**src/rtl/arith_unit_arbiter_pkg.sv**
```systemverilog
// Shared types and op-code helpers for the arithmetic-unit arbiter.
// Holds the FSM state encoding and the legal-op check used at capture time.
package arith_unit_arbiter_pkg;

    typedef enum logic [1:0] {
        ST_IDLE = 2'd0,
        ST_EXEC = 2'd1,
        ST_RESP = 2'd2
    } state_e;

    localparam logic [1:0] ARITH_OP_ADD = 2'b00;
    localparam logic [1:0] ARITH_OP_SUB = 2'b01;

    function automatic logic op_legal(input logic [1:0] op);
        return (op == ARITH_OP_ADD) || (op == ARITH_OP_SUB);
    endfunction

endpackage

```
**src/rtl/arith_unit_arbiter_rr_select.sv**
```systemverilog
// Combinational round-robin selector: first asserted request at or after ptr_i
// (wrapping modulo N) wins; grant is one-hot or all-zero.
module rr_select #(
    parameter int unsigned N     = 4,
    parameter int unsigned PTR_W = (N > 1) ? $clog2(N) : 1
) (
    input  logic [N-1:0]     req_i,
    input  logic [PTR_W-1:0] ptr_i,
    output logic [N-1:0]     grant_o
);

    always_comb begin
        logic        found;
        int unsigned idx;
        grant_o = '0;
        found   = 1'b0;
        idx     = 0;
        for (int unsigned i = 0; i < N; i++) begin
            idx = (32'(ptr_i) + i) % N;
            if (!found && req_i[PTR_W'(idx)]) begin
                grant_o[PTR_W'(idx)] = 1'b1;
                found                = 1'b1;
            end
        end
    end

endmodule

```
**src/rtl/arith_unit_arbiter.sv**
```systemverilog
// Round-robin arbiter sharing one combinational add/sub unit between NUM_REQ
// requesters; fixed two-cycle accept-to-response latency, one op in flight.
module arith_unit_arbiter
    import arith_unit_arbiter_pkg::*;
#(
    parameter int unsigned OPERAND_WIDTH = 32,
    parameter int unsigned NUM_REQ       = 4
) (
    input  logic                             clk,
    input  logic                             rst,
    input  logic [NUM_REQ-1:0]               req_valid,
    output logic [NUM_REQ-1:0]               req_ready,
    input  logic [2*NUM_REQ-1:0]             req_op,
    input  logic [NUM_REQ*OPERAND_WIDTH-1:0] req_lhs,
    input  logic [NUM_REQ*OPERAND_WIDTH-1:0] req_rhs,
    output logic [NUM_REQ-1:0]               rsp_valid,
    input  logic [NUM_REQ-1:0]               rsp_ready,
    output logic [OPERAND_WIDTH-1:0]         rsp_result,
    output logic                             rsp_error,
    output logic [1:0]                       au_operation,
    output logic [OPERAND_WIDTH-1:0]         au_lhs,
    output logic [OPERAND_WIDTH-1:0]         au_rhs,
    input  logic [OPERAND_WIDTH-1:0]         au_result
);

    localparam int unsigned IDX_W = (NUM_REQ > 1) ? $clog2(NUM_REQ) : 1;
    localparam int unsigned W     = OPERAND_WIDTH;

    state_e               state_q;
    logic                 armed_q;
    logic [IDX_W-1:0]     last_grant_q;
    logic [1:0]           op_q;
    logic [W-1:0]         lhs_q;
    logic [W-1:0]         rhs_q;
    logic [W-1:0]         result_q;
    logic                 error_q;
    logic [NUM_REQ-1:0]   rsp_valid_q;

    logic [IDX_W-1:0]     rr_start;
    logic [NUM_REQ-1:0]   rr_grant;
    logic [IDX_W-1:0]     sel_idx;
    logic [1:0]           sel_op;
    logic [W-1:0]         sel_lhs;
    logic [W-1:0]         sel_rhs;
    logic                 accept;
    logic                 rsp_done;

    assign rr_start = IDX_W'((32'(last_grant_q) + 32'd1) % NUM_REQ);

    rr_select #(
        .N     (NUM_REQ),
        .PTR_W (IDX_W)
    ) u_rr_select (
        .req_i   (req_valid),
        .ptr_i   (rr_start),
        .grant_o (rr_grant)
    );

    // armed_q keeps the release edge from accepting anything
    assign req_ready = (state_q == ST_IDLE && armed_q) ? rr_grant : '0;
    assign accept    = |(req_valid & req_ready);
    assign rsp_done  = |(rsp_valid_q & rsp_ready);

    always_comb begin
        sel_idx = '0;
        sel_op  = '0;
        sel_lhs = '0;
        sel_rhs = '0;
        for (int unsigned i = 0; i < NUM_REQ; i++) begin
            if (rr_grant[i]) begin
                sel_idx = IDX_W'(i);
                sel_op  = req_op[2*i +: 2];
                sel_lhs = req_lhs[W*i +: W];
                sel_rhs = req_rhs[W*i +: W];
            end
        end
    end

    always_ff @(posedge clk or negedge rst) begin
        if (!rst) begin
            state_q      <= ST_IDLE;
            armed_q      <= 1'b0;
            last_grant_q <= IDX_W'(NUM_REQ - 1);
            op_q         <= '0;
            lhs_q        <= '0;
            rhs_q        <= '0;
            result_q     <= '0;
            error_q      <= 1'b0;
            rsp_valid_q  <= '0;
        end else begin
            armed_q <= 1'b1;
            case (state_q)
                ST_IDLE: begin
                    if (accept) begin
                        op_q         <= sel_op;
                        lhs_q        <= sel_lhs;
                        rhs_q        <= sel_rhs;
                        last_grant_q <= sel_idx;
                        state_q      <= ST_EXEC;
                    end
                end
                ST_EXEC: begin
                    // illegal ops still take the same path so latency stays fixed
                    if (op_legal(op_q)) begin
                        result_q <= au_result;
                        error_q  <= 1'b0;
                    end else begin
                        result_q <= '0;
                        error_q  <= 1'b1;
                    end
                    rsp_valid_q <= NUM_REQ'(1) << last_grant_q;
                    state_q     <= ST_RESP;
                end
                ST_RESP: begin
                    if (rsp_done) begin
                        rsp_valid_q <= '0;
                        state_q     <= ST_IDLE;
                    end
                end
                default: begin
                    rsp_valid_q <= '0;
                    state_q     <= ST_IDLE;
                end
            endcase
        end
    end

    assign rsp_valid    = rsp_valid_q;
    assign rsp_result   = result_q;
    assign rsp_error    = error_q;
    assign au_operation = op_q;
    assign au_lhs       = lhs_q;
    assign au_rhs       = rhs_q;

endmodule

```
**config.mk**
```make
export PLATFORM = sky130hd
export DESIGN_NAME = arith_unit_arbiter
export DESIGN_NICKNAME = d
export VERILOG_FILES = /design/src/rtl/arith_unit_arbiter_pkg.sv /design/src/rtl/arith_unit_arbiter_rr_select.sv /design/src/rtl/arith_unit_arbiter.sv
export SDC_FILE = /design/constraint.sdc
export NUM_CORES = 1
export LEC_CHECK = 0
export ABC_AREA = 1
export CAP_MARGIN = 10
export CORE_AREA = 2 2 159 161
export CTS_CLUSTER_DIAMETER = 80
export DETAILED_ROUTE_END_ITERATION = 10
export DIE_AREA = 0 0 161 163
export PLACE_DENSITY = 0.65
export SLEW_MARGIN = 20
export SYNTH_ARGS = -nofsm -noshare
export SYNTH_HDL_FRONTEND = slang
export SYNTH_SLANG_ARGS = --single-unit
```
**constraint.sdc**
```tcl
create_clock -name clk -period 2.7 [get_ports clk]
set_clock_uncertainty 0.2 [all_clocks]
set_input_delay 0.405 -clock clk [delete_from_list [all_inputs] [get_ports clk]]
set_output_delay 0.405 -clock clk [all_outputs]
set_load 0.005 [all_outputs]
```
==> impl_results.md <==
* Outcome: complete, but fails checks
* Failing checks: setup timing
* Dpl ws at -316 ps
* PnR worst setup slack at -155 ps
* VDD IR max at between 0.0007 and 0.0008 V
* Delay of the slowest critical-path stage at around 570 ps
* Total global routing overflow at 0
* CP Cell Sequence: inv_4 -> ha_4 -> inv_4 -> nand3_4 -> nand2_4 -> buf_6 -> nand3_2 -> nand2_2 -> inv_2 -> nand3_4 -> buf_6 -> buf_6 -> nor2_4 -> buf_8 -> buf_12 -> clkbuf_16 -> nand2_2 -> nand3_2 -> nand3_2 -> nand2_1
* Syn Std Cell Area at 7060 um2
* Cell area after placement at about 12000 um2
* # DRC at 0
* Reg-to-reg startpoint: last_grant_q[0]
* Ant diodes at 0
* Initial core utilization at 28.6%
* CP required at between 2000 and 3000 ps
* Slowest cell on crit path: dfstp_2
* Root Driver: clkbuf_16
* Detailed Route WL at between 30 and 40 mm
* Routed via count at 8966
* 1st-iter DRT viols at a little under 700
* CP Launch Type: register
* Avg Cell Area, Syn at between 6 and 7 um2
* Total Routing Usage GR at 24.4%
* Clock transition at the registers of the reported paths at roughly 90 ps
* Worst Tran Pin Value at 644 ps
* WP data arrival at 2960 ps
* Cell Rows at 58
* Period utilization at 106%
* CTS tree: done
* Clk sinks at around 110
* Area leader, netlist: dfrtp_1
* Final RePlAce weighted congestion at a little under 0.9
* Final core utilization at 55.5%
* Vias in the first global route at 8704
* Height of the die at 163 um
* Area Overhead vs Synth at 94.1%
* Top cell type's share of synthesized area at a little under two fifths
* Launch point of the worst path: last_grant_q[0]
* CP max FO at 5
* HPWL Detailed at roughly 22 mm
* Reg2Reg Setup Slack at -160 ps
* RR Endpoint: au_rhs[29]
* Buf/Inv on CP at 9
* Seq cells post-synth at approximately 110
* DRT Pass-1 Iters at 5
* Final slew viol count at 0
* Drt wl/cell at 18.9 um
* Slew Limit Headroom at between 50% and 60%
* Htree depth at 3
* Clock tree buffer depth at 2
* Hold Path Class: reg -> reg
* Syn_nets at 1325
* Fmax at 0.350 GHz
* Hold Fails Final Rpt at 0
* Num CTS Buffers at 9
* Fin area at between 10000 and 15000 um2
* Layout cell share with drive strength beyond 1 at 19.3%
* Synth cell types at 29
* RSZ-0062 raised after global routing: true
* P per Cell Area at about 1200 nW/um2
* Sequential-to-total area share from yosys stat at about two fifths
* Die W at roughly 160 um
* Layout Nets at about 1800
* Antenna Nets Post-Route at 0
* Clk Latency, worst-skew pair at ~360 ps
* First-pass GRT wire length at between 40 and 50 mm
* Final min period at between 2000 and 3000 ps
* Cell count along the critical path at 20
* Top delay family on crit path: buffers and inverters
* Crit path kind: reg -> reg
* Leak at 0.00628 uW
* Top cells by area, synth: dfrtp_1, nand2_1, nand3_1
* Area of the die at roughly 26000 um2
* Io pins at 413
* Core Region at 24700 um2
* Syn Inst Count at between 1000 and 1500
* R2R depth at 20
* Critical Path Sink Type: register
* Initial antenna violation count at 0
* Final setup fails at 72
* # Max-Cap Violations at 0
* Critical path capture point: au_rhs[29]
* WHS at 280 ps
* Synth warn at 0
* Largest net degree at the start of global routing at roughly 110
* PortBufs at 412
* Drt via density at 4.97
==> worst min-delay path, delay by kind of cell, from the launching register on <==
family           cells  cell delay, ps
DFF                  1             350
and+or+nand+nor      2             100
==> area by class of cell <==
cell class	instances	area (um2)
Clock inverter	7	86.3
Clock buffer	9	225
Multi-Input combinational cell	736	4330
Timing Repair Buffer	522	5590
Tap cell	330	413
Inverter	91	352
Fill cell	2288	11000
Sequential cell	108	2710
==> cells in the mapped netlist <==
cell type / number
a22o_1: 32
clkbuf_1: 34
a21boi_1: 17
inv_2: 6
nor2_1: 11
buf_6: 4
inv_1: 84
buf_1: 3
or2_2: 1
ha_1: 8
a21oi_1: 69
a31oi_1: 2
nand2_2: 2
buf_4: 1
dfstp_2: 2
dfrtp_1: 106
a21boi_0: 49
clkinv_1: 1
nor2_2: 2
buf_2: 34
o21ai_1: 2
nand3_2: 3
o21ai_0: 2
conb_1: 1
nand3_1: 220
nand4_1: 1
o22ai_1: 2
nand2_1: 311
nor3_1: 1
==> how the worst min path moves through the flow <==
stage / slack (ps) / depth (start not counted) / to / from
finish: 280 / 2 / au_lhs[16] / au_lhs[16]
global route: 300 / 2 / au_lhs[25] / au_lhs[25]
CTS: 290 / 2 / au_lhs[25] / au_lhs[25]
detailed placement: 260 / 2 / au_rhs[28] / au_rhs[28]
global placement: 260 / 2 / au_rhs[23] / au_rhs[23]
floorplan: -90 / 0 / armed_q / rst
==> logic make-up (layout without fill, tap and decap cells) <==
family | count (synthesis) | count (layout) | synth area share, %
buffers and inverters | 167 | 629 | 9.96
adder cells (fa/ha/maj) | 8 | 8 | 1.42
flip-flops | 108 | 108 | 38.3
AO/OA/AOI/OAI | 175 | 175 | 16.5
AND/OR/NAND/NOR | 552 | 552 | 33.7
other | 1 | 1 | 0.0531
==> through the flow <==
| step | instances | power [uW] | setup TNS [ps] |
|---|---|---|---|
| 4_1_cts | 1787 | 15900 | -5860 |
| 5_1_grt | 1803 | 18200 | -16870 |
| 2_1_floorplan | 1011 | 7650 | 0 |
| 6_report | 1803 | 17000 | -6970 |
| 3_5_place_dp | 1738 | 12100 | -17630 |
| 3_3_place_gp | 1738 | 12100 | -19050 |
==> routing by layer <==
| layer | vias to the layer above | share of wire [%] | global-route usage, % | wire (um) |
|---|---|---|---|---|
| li1 | 4262 | - | - | - |
| met1 | 4185 | 41 | 30.3 | 14000 |
| met2 | 458 | 48 | 41.4 | 16300 |
| met3 | 61 | 8.4 | 5.86 | 2860 |
| met4 | 0 | 3.0 | 8.56 | 1020 |
| met5 | - | 0 | 0 | 0 |
==> cells in the final DEF (no fill, tap or decap), drive strengths merged <==
cell type      count
dlygate4sd3        1
clkbuf            14
o22ai              2
a22o              32
clkdlybuf4s50    407
conb               1
nor2              13
a21boi            66
nand3            223
buf              109
a31oi              2
ha                 8
or2                1
dfrtp            106
nor3               1
dfstp              2
a21oi             69
o21ai              4
inv               94
nand4              1
nand2            313
clkinv             4
==> timing repair <==
action                                  CTS  global route
cloned                                   11             5
resized for setup                       139            77
hold buffers                              1             0
setup buffers                            22            12
endpoints found under the setup margin   73            73
pin swaps                                34            27
endpoints found under the hold margin   106             0
==> sequential cells by signal, summed over array words and instances (netlist names) <==
name,count
armed_q,1
last_grant_q,2
au_rhs,32
rsp_result,32
au_lhs,32
state_q,2
rsp_valid,4
au_operation,2
rsp_error,1
==> where the power goes <==
group / switching [uW] / internal [uW]
Combinational: 6750 / 6180
Clock: 724 / 669
Sequential: 382 / 2280
Total: 7860 / 9130
Note: power is estimated with default switching activity, not from simulation.
